`config.mk`:
```
export PLATFORM = sky130hd
export DESIGN_NAME = icache_line_fill
export DESIGN_NICKNAME = d
export VERILOG_FILES = /design/src/rtl/icache_line_fill.sv
export SDC_FILE = /design/constraint.sdc
export NUM_CORES = 1
export LEC_CHECK = 0
export BUFFER_PORTS_ARGS = -buffer_cell sky130_fd_sc_hd__buf_2
export CORE_MARGIN = 1.5
export CORE_UTILIZATION = 32
export CTS_CLUSTER_SIZE = 8
export DETAILED_ROUTE_END_ITERATION = 16
export PLACE_DENSITY = 0.65
export SYNTH_ARGS = -nofsm -noshare
export SYNTH_HDL_FRONTEND = slang
export SYNTH_SLANG_ARGS = --single-unit
```
`constraint.sdc`:
```
create_clock -name clk0 -period 2.3 [get_ports clk0]
set_input_delay 0.115 -clock clk0 [delete_from_list [all_inputs] [get_ports clk0]]
set_output_delay 0.115 -clock clk0 [all_outputs]
set_load 0.01 [all_outputs]
```
`src/rtl/icache_line_fill.sv`:
```
// icache line fill: fetches one line as a beat burst, assembles it, writes it
// to the data array in one full-mask cycle and forwards the missed word early.
//
// Ports:
//   clk0, rst0_n          clock, async active-low reset
//   fill_req, fill_addr   miss request and byte address (sampled in IDLE)
//   fill_busy, fill_done  not-idle flag, one-cycle pulse in the write cycle
//   crit_valid, crit_word registered critical-word forward
//   pmem_*                burst read to memory (line-aligned address, beats)
//   array_*               single full-line write into the data array
module icache_line_fill #(
    parameter int s_index    = 4,
    parameter int s_offset   = 5,
    parameter int beat_width = 64
) (
    input  logic                         clk0,
    input  logic                         rst0_n,
    input  logic                         fill_req,
    input  logic [31:0]                  fill_addr,
    output logic                         fill_busy,
    output logic                         fill_done,
    output logic                         crit_valid,
    output logic [31:0]                  crit_word,
    output logic                         pmem_read,
    output logic [31:0]                  pmem_address,
    input  logic [beat_width-1:0]        pmem_rdata,
    input  logic                         pmem_resp,
    output logic [2**s_offset-1:0]       array_wmask,
    output logic [s_index-1:0]           array_addr,
    output logic [8*(2**s_offset)-1:0]   array_din
);

    localparam int line_width = 8 * (2**s_offset);
    localparam int beats      = line_width / beat_width;
    localparam int cnt_w      = $clog2(beats);
    localparam int beat_lsb   = $clog2(beat_width / 8);
    localparam int wsel_w     = $clog2(beat_width / 32);

    typedef enum logic [1:0] {
        IDLE,
        BURST,
        WRITE
    } state_t;

    state_t                  state_q;
    state_t                  state_d;
    logic [cnt_w-1:0]        cnt_q;
    logic [31:0]             line_addr_q;
    logic [cnt_w-1:0]        crit_beat_q;
    logic [wsel_w-1:0]       crit_wsel_q;
    logic [line_width-1:0]   buf_q;
    logic                    beat_take;
    logic                    last_beat;
    logic                    unused_addr;

    // Bits below the word select never matter for an instruction fetch.
    assign unused_addr = &{1'b0, fill_addr[1:0]};

    assign beat_take = (state_q == BURST) && pmem_resp;
    assign last_beat = beat_take && (cnt_q == cnt_w'(beats - 1));

    always_ff @(posedge clk0 or negedge rst0_n) begin
        if (!rst0_n) begin
            state_q <= IDLE;
        end else begin
            state_q <= state_d;
        end
    end

    always_comb begin
        state_d      = state_q;
        fill_busy    = 1'b0;
        fill_done    = 1'b0;
        pmem_read    = 1'b0;
        pmem_address = '0;
        array_wmask  = '0;
        array_addr   = '0;
        array_din    = '0;
        unique case (state_q)
            IDLE: begin
                if (fill_req) begin
                    state_d = BURST;
                end
            end
            BURST: begin
                fill_busy    = 1'b1;
                pmem_read    = 1'b1;
                pmem_address = line_addr_q;
                if (last_beat) begin
                    state_d = WRITE;
                end
            end
            WRITE: begin
                fill_busy   = 1'b1;
                fill_done   = 1'b1;
                array_wmask = '1;
                array_addr  = line_addr_q[s_offset +: s_index];
                array_din   = buf_q;
                state_d     = IDLE;
            end
            default: begin
                state_d = IDLE;
            end
        endcase
    end

    always_ff @(posedge clk0 or negedge rst0_n) begin
        if (!rst0_n) begin
            cnt_q       <= '0;
            line_addr_q <= '0;
            crit_beat_q <= '0;
            crit_wsel_q <= '0;
            buf_q       <= '0;
            crit_valid  <= 1'b0;
            crit_word   <= '0;
        end else begin
            crit_valid <= 1'b0;
            if (state_q == IDLE && fill_req) begin
                line_addr_q <= {fill_addr[31:s_offset], {s_offset{1'b0}}};
                cnt_q       <= '0;
                crit_beat_q <= fill_addr[s_offset-1 -: cnt_w];
                crit_wsel_q <= fill_addr[beat_lsb-1 -: wsel_w];
            end
            if (beat_take) begin
                buf_q[cnt_q*beat_width +: beat_width] <= pmem_rdata;
                cnt_q <= cnt_q + 1'b1;
                // Forward the missed word the cycle after its beat lands.
                if (cnt_q == crit_beat_q) begin
                    crit_valid <= 1'b1;
                    crit_word  <= pmem_rdata[crit_wsel_q*32 +: 32];
                end
            end
        end
    end

endmodule

```
# [Word-level counts from Yosys, hierarchy flattened]
# Index checks and enable logic that the tools add are counted.
[totals] mem_bits_rw=0 register_bits=323 n_memories=0 romBits=0 latchBits=0 output_inout_bits=360 wordCells=42 inputBits=100
[op_classes] multipliers=0 shift=3 mux=15 div=0 addsub=2 eq_ne=6 n_lt_le_gt_ge=0 n_reduce_logical=8 bitwise_logic=0
[op_table] cell="$bwmux 256" n=1
[op_table] cell="$mux 256" n=1
[op_table] cell="$shift 64x34->256 const A" n=1
[op_table] cell="$shiftx 64x34->256" n=1
[op_table] cell="$mux 32" n=2
[op_table] cell="$shiftx 64x7->32" n=1
[op_table] cell="$neg 8->34" n=1
[op_table] cell="$mux 2" n=4
[op_table] cell="$mux 1" n=5
[op_table] cell="$eq 2x2->1 const B" n=2
[op_table] cell="$mux 4" n=1
[op_table] cell="$ne 2x2->1 const B" n=2
[op_table] cell="$pmux 2 s2" n=1
[op_table] cell="$reduce_and 2->1" n=2
[op_table] cell="$logic_and 1x1->1" n=3
[op_table] cell="$add 2x1->2 const B" n=1
[op_table] cell="$eq 2x1->1 const B" n=1
[op_table] cell="$eq 2x2->1" n=1
[op_table] cell="$logic_not 2->1" n=1
[op_table] cell="$reduce_bool 2->1" n=1
[op_table] cell="$reduce_or 2->1" n=1

# [Logic depth before layout (Yosys ltp)]
# Gate-level depths: netlist of run 1.
[logic_depth] depth_word=5 ltp_mapped=9 ltp_nobuf=5

# [Worst setup path after synthesis of run 1]
# No wires, ideal clock.
[synth_timing] path_kind="register to output" from="register state_q[0]" to="output port array_din[100]" required_ps=2185 path_stages_with_launch=7 arrival_time_ps=2180 path_slack_ps=5 path_cell_list="dfrtp_1 inv_1 ha_1 clkbuf_1 clkbuf_1 clkbuf_1 and2_1"
[synth_via] elab_chain_len=2
[synth_lines] element="from (decl)" line="45" text="state_t state_q;"
[synth_lines] element="from (signal assigned)" line="66" text="state_q <= state_d;"
[synth_lines] element="$eq 2x2->1" line="79" text="unique case (state_q)"
[synth_lines] element="$mux 256" line="79"
[synth_lines] element="to (decl)" line="30" text="output logic [8*(2**s_offset)-1:0] array_din"
# No other way between the ends.

# [Worst setup path in the final report of run 1]
[layout_timing] from="register state_q[1]" to="output port pmem_address[12]"
[layout_via] elab_chain_len=2
[layout_lines] element="$eq 2x1->1" line="79"
[layout_lines] element="$mux 32" line="79"
[layout_lines] element="to (decl)" line="25" text="output logic [31:0] pmem_address,"
# No other way between the ends.

==> results of run 1 <==
kinds of logic after synthesis:
| group | Yosys count | share of synthesized area [%] |
|---|---|---|
| muxes | 96 | 7.20 |
| AOI/OAI and AO/OA | 259 | 10.9 |
| buffers and inverters | 158 | 5.70 |
| xor gates and xnor gates | 2 | 0.117 |
| other | 1 | 0.0250 |
| adders and majority gates | 10 | 0.834 |
| and+or+nand+nor | 637 | 21.4 |
| DFF | 323 | 53.9 |
worst register-to-register path, delay by kind of cell, from the launching register on:
family / cells / cell delay, ns
compound gates: 1 / 0.20
flops: 1 / 0.43
fa+ha+maj: 1 / 0.36
simple gates: 2 / 0.42
buf+inv: 3 / 0.63
final cells by class:
class | count | area share (%)
multi-input combinational | 1009 | 30.6
clock buffer | 53 | 6.18
sequential | 323 | 39.9
clock inverter | 2 | 0.0679
inverter | 5 | 0.0926
timing repair buffer | 601 | 19.4
tap | 607 | 3.75
power groups by stage:
| stage | registers, mW | logic, mW | clock network, mW |
|---|---|---|---|
| floorplan | 7.65 | 4.08 | 0 |
| global placement | 7.71 | 6.32 | 0 |
| detailed placement | 7.79 | 6.46 | 0 |
| CTS | 7.73 | 6.73 | 6.42 |
| global route | 7.89 | 7.26 | 6.63 |
| finish | 7.72 | 6.68 | 6.24 |
layer usage:
layer	up-vias	global-route usage, %	share of wire (%)
li1	5821	-	-
met1	6144	27.2	43
met2	474	35.4	47
met3	116	4.90	6.8
met4	0	8.17	3.4
met5	-	0	0
how the worst max path moves through the flow:
stage | endpoint | depth (start not counted) | from | slack [ns]
floorplan | array_din[100] | 6 | state_q[0]$_DFFE_PN0P_ | 0.005
global placement | buf_q[139]$_DFFE_PN0P_ | 6 | cnt_q[1]$_DFFE_PN0P_ | 0.24
detailed placement | buf_q[150]$_DFFE_PN0P_ | 6 | cnt_q[1]$_DFFE_PN0P_ | 0.14
CTS | pmem_address[12] | 5 | state_q[1]$_DFFE_PN0P_ | 0.11
global route | pmem_address[12] | 5 | state_q[1]$_DFFE_PN0P_ | 0.02
finish | pmem_address[12] | 5 | state_q[1]$_DFFE_PN0P_ | 0.13
per-stage QoR:
| step | util (%) | worst slack (ns) | instances | cell area, µm² |
|---|---|---|---|---|
| after detailed placement | 38.6 | 0.141 | 2444 | 18000 |
| after global routing | 43.6 | 0.0213 | 2600 | 20300 |
| after global placement | 38.6 | 0.238 | 2444 | 18000 |
| after floorplan | - | 0.00529 | 1490 | 15000 |
| after CTS | 43.6 | 0.109 | 2600 | 20200 |
| final | 43.6 | 0.133 | 2600 | 20300 |
layout by cell type (no fill, tap or decap):
cell and n:
buf_2 451, nand2_1 335, dfrtp_1 322, and2_1 287, o21ai_0 139, mux2_2 96
dlygate4sd3_1 96, a22o_1 90, clkbuf_16 49, o21ai_1 29, buf_4 28, buf_12 24
ha_1 9, inv_1 5, conb_1 5, nand3_4 4, nor4_4 3, clkbuf_1 3
xor2_1 2, nor4b_4 2, nand3_1 2, buf_8 2, nand2_4 1, nor3_4 1
nor4bb_4 1, nor2b_1 1, a21oi_1 1, ha_4 1, clkinv_4 1, clkinv_2 1
clkbuf_8 1, dfrtp_2 1
timing repair:
action | CTS | global route
pin swaps | 1 | 0
hold endpoints to repair | 361 | 0
setup buffers | 5 | 0
hold buffers | 96 | 0
resized for setup | 0 | 1
endpoints found under the setup margin | 239 | 3
flip-flops by register name (all words and copies together), names as in the netlist:
| register | cells |
|---|---|
| buf_q | 256 |
| cnt_q | 2 |
| crit_beat_q | 2 |
| crit_valid | 1 |
| crit_word | 32 |
| crit_wsel_q | 1 |
| line_addr_q | 27 |
| state_q | 2 |
==> results.yml, run 1 <==
status:
  result_of_the_run: "finished clean"
global_route:
  grtUsageTotal_pct: 21.4
  maximum_number_of_pins_on_one_net_before_global_route_repair: 75
  vias_in_the_first_global_route: 12500
  grt_antenna_before_repair: 1
  grt_overflow_total: 0
  grt_first_pass_wirelength_um: 77200
min_path:
  hold_depth: 4
  worst_hold_path_type: "input pin to flop"
  min_delay_worst_endpoint: "state_q[1]$_DFFE_PN0P_"
  hold_path_startpoint: "fill_req"
setup_path:
  start_kind: "flop"
  timing.setup.critical_path_class: "flop to output pin"
  reg2reg_slack_ns: 0.19
  critPathMaxFanout: 28
  critical_path.reg2reg.endpoint: "buf_q[16]$_DFFE_PN0P_"
  cp.arrival_ns: 2.05
  max_stage_delay_ns: 0.43
  crit_required_ns: 2.18
  crit_path_cell_trace: "inv_1, ha_1, buf_4, and2_1, buf_2"
  cp_slowest_cell: "dfrtp_1"
  cp.buffers_inverters: 3
  worstRegToRegCells: 7
  worstReg2RegStart: "cnt_q[1]$_DFFE_PN0P_"
  cp_top_family: "buffers and inverters"
  end_kind: "output pin"
logic_synthesis:
  proportion_of_synthesized_flip_flops_having_asynchronous_set_or_reset_pct: 100
  synthMostInstantiatedCell: "nand2_1"
  mapped_cells: 1486
  syn-mean-instance-area_um2: 10.1
  ys.warnings.count: 0
  synthDominantCellAreaShare_pct: 53.9
  synth-seq-area-share_pct: 53.9
  synth-seq-cells: 323
  yosysUniqueCellTypes: 26
  synth_ff_type: "dfrtp_1"
  cell_types_occupying_the_most_area_after_synthesis: "dfrtp_1 (54%), and2_1 (12%), nand2_1 (8.4%)"
  synthesis.area_um2: 15000
  ys_top_cells_by_count: "nand2_1 (335), dfrtp_1 (323), and2_1 (287), o21ai_0 (139), mux2_2 (96)"
  synthDominantAreaCellType: "dfrtp_1"
  synth_edf_count: 0
floorplan:
  initial_utilization_pct: 32.3
  die_w_um: 220
  die_h_um: 220
  core_area_um2: 46500
  die_area_um2: 48200
  fp-row-count: 79
  floorplan.io_pins: 460
finish:
  layout.area.seq_um2: 8080
  areaGrowthSynthToFinish_pct: 35.0
  finalNetCount: 2097
  num-fill-cells: 4458
  drive_above_1_share_pct: 33.5
  antenna_cells_inserted: 0
  multiInputGateArea_um2: 6190
clock_tree:
  cts-buffers-inserted: 47
  insertion_delay_of_the_later_clocked_pin_in_the_worst_skew_pair_ns: 0.56
  cts.reportedPaths.clkPinSlew_ns: 0.06
  cts.htree.levels: 2
  tritoncts: "built"
  clkSinkCount: 323
  clockBufferDepth: 3
  clk_root_buffer_cell: "clkbuf_16"
timing:
  post-route-min-period_ns: 2.17
  setup_repair_after_global_routing_missed_its_margin: "no"
  timing_worst_slew_pin_value_ns: 0.664
  finalSetupViolCount: 0
  fin_crit_sh_pct: 94.2
  final-hold-violation-count: 0
  final.setup_skew_ns: 0.0151
  timing.fmax_mhz: 461
  timing.slew.headroom_pct: 55.7
  finalHoldWorstSlack_ns: 0.0717
  slew_violations: 0
  timing.setup.tns_ns: 0
route:
  routed_wirelength_um: 52400
  first_pass_iters: 5
  vias_per_cell: 4.83
  post_detailed_route_drc_marker_count: 0
  route.vias.total: 12600
  ant_nets: 0
  dr.first_iter.drc_count: 783
  avgRoutedWirePerCell_um: 20.2
pwr:
  power.share.switching_pct: 33.3
  comb_power_share_pct: 32.4
  total_power_mw: 20.6
  power_frac_clock_pct: 30.2
  power_report.internal_total_mw: 13.8
  vdd.ir_drop.worst_v: 0.000743
  p_per_area_nw_per_um2: 1020
  total_leakage_power_nw: 10.1
  relative_contribution_of_sequential_cells_to_total_power_pct: 37.4
  power.net_switching_mw: 6.87
place:
  place.detailed.hpwl_um: 34900
  port_buffers: 452
  place_congestion: 0.802
job:
  maxCapViolations: 0
No activity file was read; power rests on OpenSTA's default activity.
==> run 2, diff against run 1 <==
CORE_ASPECT_RATIO = 0.75   (was unset)
==> results.yml, run 2 (synthesized netlist as in run 1, its figures left out) <==
finish:
  largest_reg_flops: 256
  non_filler_cells_in_the_finished_layout: 2603
  largest-register: "buf_q"
  reg.largest.list: "buf_q x256, crit_word x32, line_addr_q x27"
  leading_cell_type_in_the_layout_fill_and_taps_excluded: "buf_2"
  drive_above_1_share_pct: 32.8
  layout_common_cells: "buf_2 (451), nand2_1 (335), dfrtp_1 (322), and2_1 (287), o21ai_0 (139)"
  finalNetCount: 2078
  areaGrowthSynthToFinish_pct: 33.2
  layout.cell_area.non_filler_um2: 20000
pwr:
  relative_contribution_of_sequential_cells_to_total_power_pct: 38.4
  vdd.ir_drop.worst_v: 0.000619
  p_per_area_nw_per_um2: 1000
  power.net_switching_mw: 6.70
  power_report.internal_total_mw: 13.4
  total_leakage_power_nw: 9.92
  power_frac_clock_pct: 29.6
  comb_power_share_pct: 31.9
  power.share.switching_pct: 33.4
setup_path:
  start_kind: "flop"
  cp.arrival_ns: 2.07
  cp-startpoint: "state_q[0]$_DFFE_PN0P_"
  critical_path.reg2reg.endpoint: "buf_q[146]$_DFFE_PN0P_"
  crit_required_ns: 2.18
  cp-endpoint: "array_din[166]"
  worstRegToRegCells: 6
  crit_path_cell_trace: "inv_1, ha_4, buf_12, and2_1, buf_2"
  cp_slowest_cell: "dfrtp_1"
  end_kind: "output pin"
  timing.setup.critical_path_class: "flop to output pin"
  critPathMaxFanout: 96
  max_stage_delay_ns: 0.41
  worstReg2RegStart: "state_q[1]$_DFFE_PN0P_"
  reg2reg_slack_ns: 0.13
global_route:
  grt_first_pass_wirelength_um: 77300
  grt_antenna_before_repair: 1
  grtUsageTotal_pct: 21.1
  maximum_number_of_pins_on_one_net_before_global_route_repair: 108
  vias_in_the_first_global_route: 12500
  grt_overflow_total: 0
floorplan:
  initial_utilization_pct: 32.5
  fp-row-count: 68
  floorplan.io_pins: 460
  die_area_um2: 48200
  core_area_um2: 46100
  die_h_um: 191
  die_w_um: 253
route:
  ant_nets: 0
  dr.first_iter.drc_count: 640
  vias_per_cell: 4.76
  post_detailed_route_drc_marker_count: 0
  first_pass_iters: 6
  routed_wirelength_um: 51700
  avgRoutedWirePerCell_um: 19.9
  route.vias.total: 12400
clock_tree:
  clockBufferDepth: 3
  cts-buffers-inserted: 46
  clkSinkCount: 323
  tritoncts: "built"
  clk_root_buffer_cell: "clkbuf_16"
  cts.reportedPaths.clkPinSlew_ns: 0.05
  insertion_delay_of_the_later_clocked_pin_in_the_worst_skew_pair_ns: 0.53
  cts.htree.levels: 2
place:
  pre_cts_slack_ns: 0.119
  place_congestion: 0.810
  post-place-cells: 2455
  dpl_cell_area_um2: 17800
  place.detailed.hpwl_um: 34200
  port_buffers: 452
timing:
  finalSetupViolCount: 0
  timing.fmax_mhz: 457
  slew_violations: 0
  final.setup_skew_ns: 0.00765
  post-route-min-period_ns: 2.19
  finalWorstSetupSlack_ns: 0.111
  setup_repair_after_global_routing_missed_its_margin: "yes"
  final-hold-violation-count: 0
  fin_crit_sh_pct: 95.2
  timing.slew.headroom_pct: 48.5
  timing_worst_slew_pin_value_ns: 0.773
status:
  result_of_the_run: "finished clean"
job:
  maxCapViolations: 0
min_path:
  worst_hold_path_type: "input pin to flop"
## run 2: changes by cell type in the layout (fill, tap and decap cells not counted)
cell	previous run	this run
buf_12	24	17
buf_4	28	18
buf_6	0	1
buf_8	2	1
clkbuf_1	3	4
clkbuf_16	49	46
clkinv_2	1	0
clkinv_4	1	0
clkinv_8	0	1
diode_2	0	1
dlygate4sd3_1	96	95
## run 2: worst max-delay path: cells and delay by family, from the launching register on
kind,cells,cell delay [ns]
buffers and inverters,3,0.58
DFF,1,0.41
and+or+nand+nor,1,0.23
adders and majority gates,1,0.21
## run 2: worst min path at each step
| stage | cells past startpoint | to | start | slack [ns] |
|---|---|---|---|---|
| after floorplan | 0 | buf_q[0]$_DFFE_PN0P_ | rst0_n | -0.18 |
| after global placement | 1 | buf_q[217]$_DFFE_PN0P_ | rst0_n | 0.07 |
| after detailed placement | 1 | buf_q[218]$_DFFE_PN0P_ | rst0_n | 0.07 |
| after CTS | 3 | cnt_q[1]$_DFFE_PN0P_ | pmem_resp | 0.02 |
| after global routing | 3 | cnt_q[0]$_DFFE_PN0P_ | pmem_resp | 0.04 |
| final | 3 | cnt_q[1]$_DFFE_PN0P_ | pmem_resp | 0.05 |
## run 2: metrics by stage
| step | TNS (ns) | total power [mW] | hold slack, ns | utilization, % |
|---|---|---|---|---|
| floorplan | 0 | 11.7 | -0.181 | - |
| global placement | 0 | 13.9 | 0.0689 | 38.7 |
| detailed placement | 0 | 14.1 | 0.0733 | 38.7 |
| CTS | 0 | 20.3 | 0.0189 | 43.3 |
| global route | -0.000303 | 21.2 | 0.0436 | 43.4 |
| finish | 0 | 20.1 | 0.0483 | 43.4 |
## run 2: timing repair
item / CTS / global route
resized for setup: 0 / 2
hold endpoints to repair: 525 / 0
setup buffers: 0 / 0
setup endpoints to repair: 0 / 15
hold buffers: 95 / 0
## run 2: cell type report
cell class                      instances  area (µm²)
Clock buffer                           51        1180
Inverter                                5        18.8
Sequential cell                       323        8080
Multi-Input combinational cell       1009        6190
Clock inverter                          1        16.3
Fill cell                            4436       26100
Tap cell                              630         788
Antenna cell                            1        2.50
Timing Repair Buffer                  583        3710
## run 2: routing by layer
metal,up-vias,share of wire (%),track usage (%)
met2,466,47,34.6
met1,6067,44,28.1
met5,-,0,0
li1,5782,-,-
met3,79,7.0,5.04
met4,0,2.1,5.44
## run 2: power by group through the flow
stage | Clock (mW) | Sequential [mW] | Combinational (mW)
6_report | 5.94 | 7.71 | 6.41
5_1_grt | 6.32 | 7.88 | 6.95
4_1_cts | 6.10 | 7.70 | 6.44
3_5_place_dp | 0 | 7.77 | 6.30
3_3_place_gp | 0 | 7.71 | 6.18
2_1_floorplan | 0 | 7.65 | 4.08
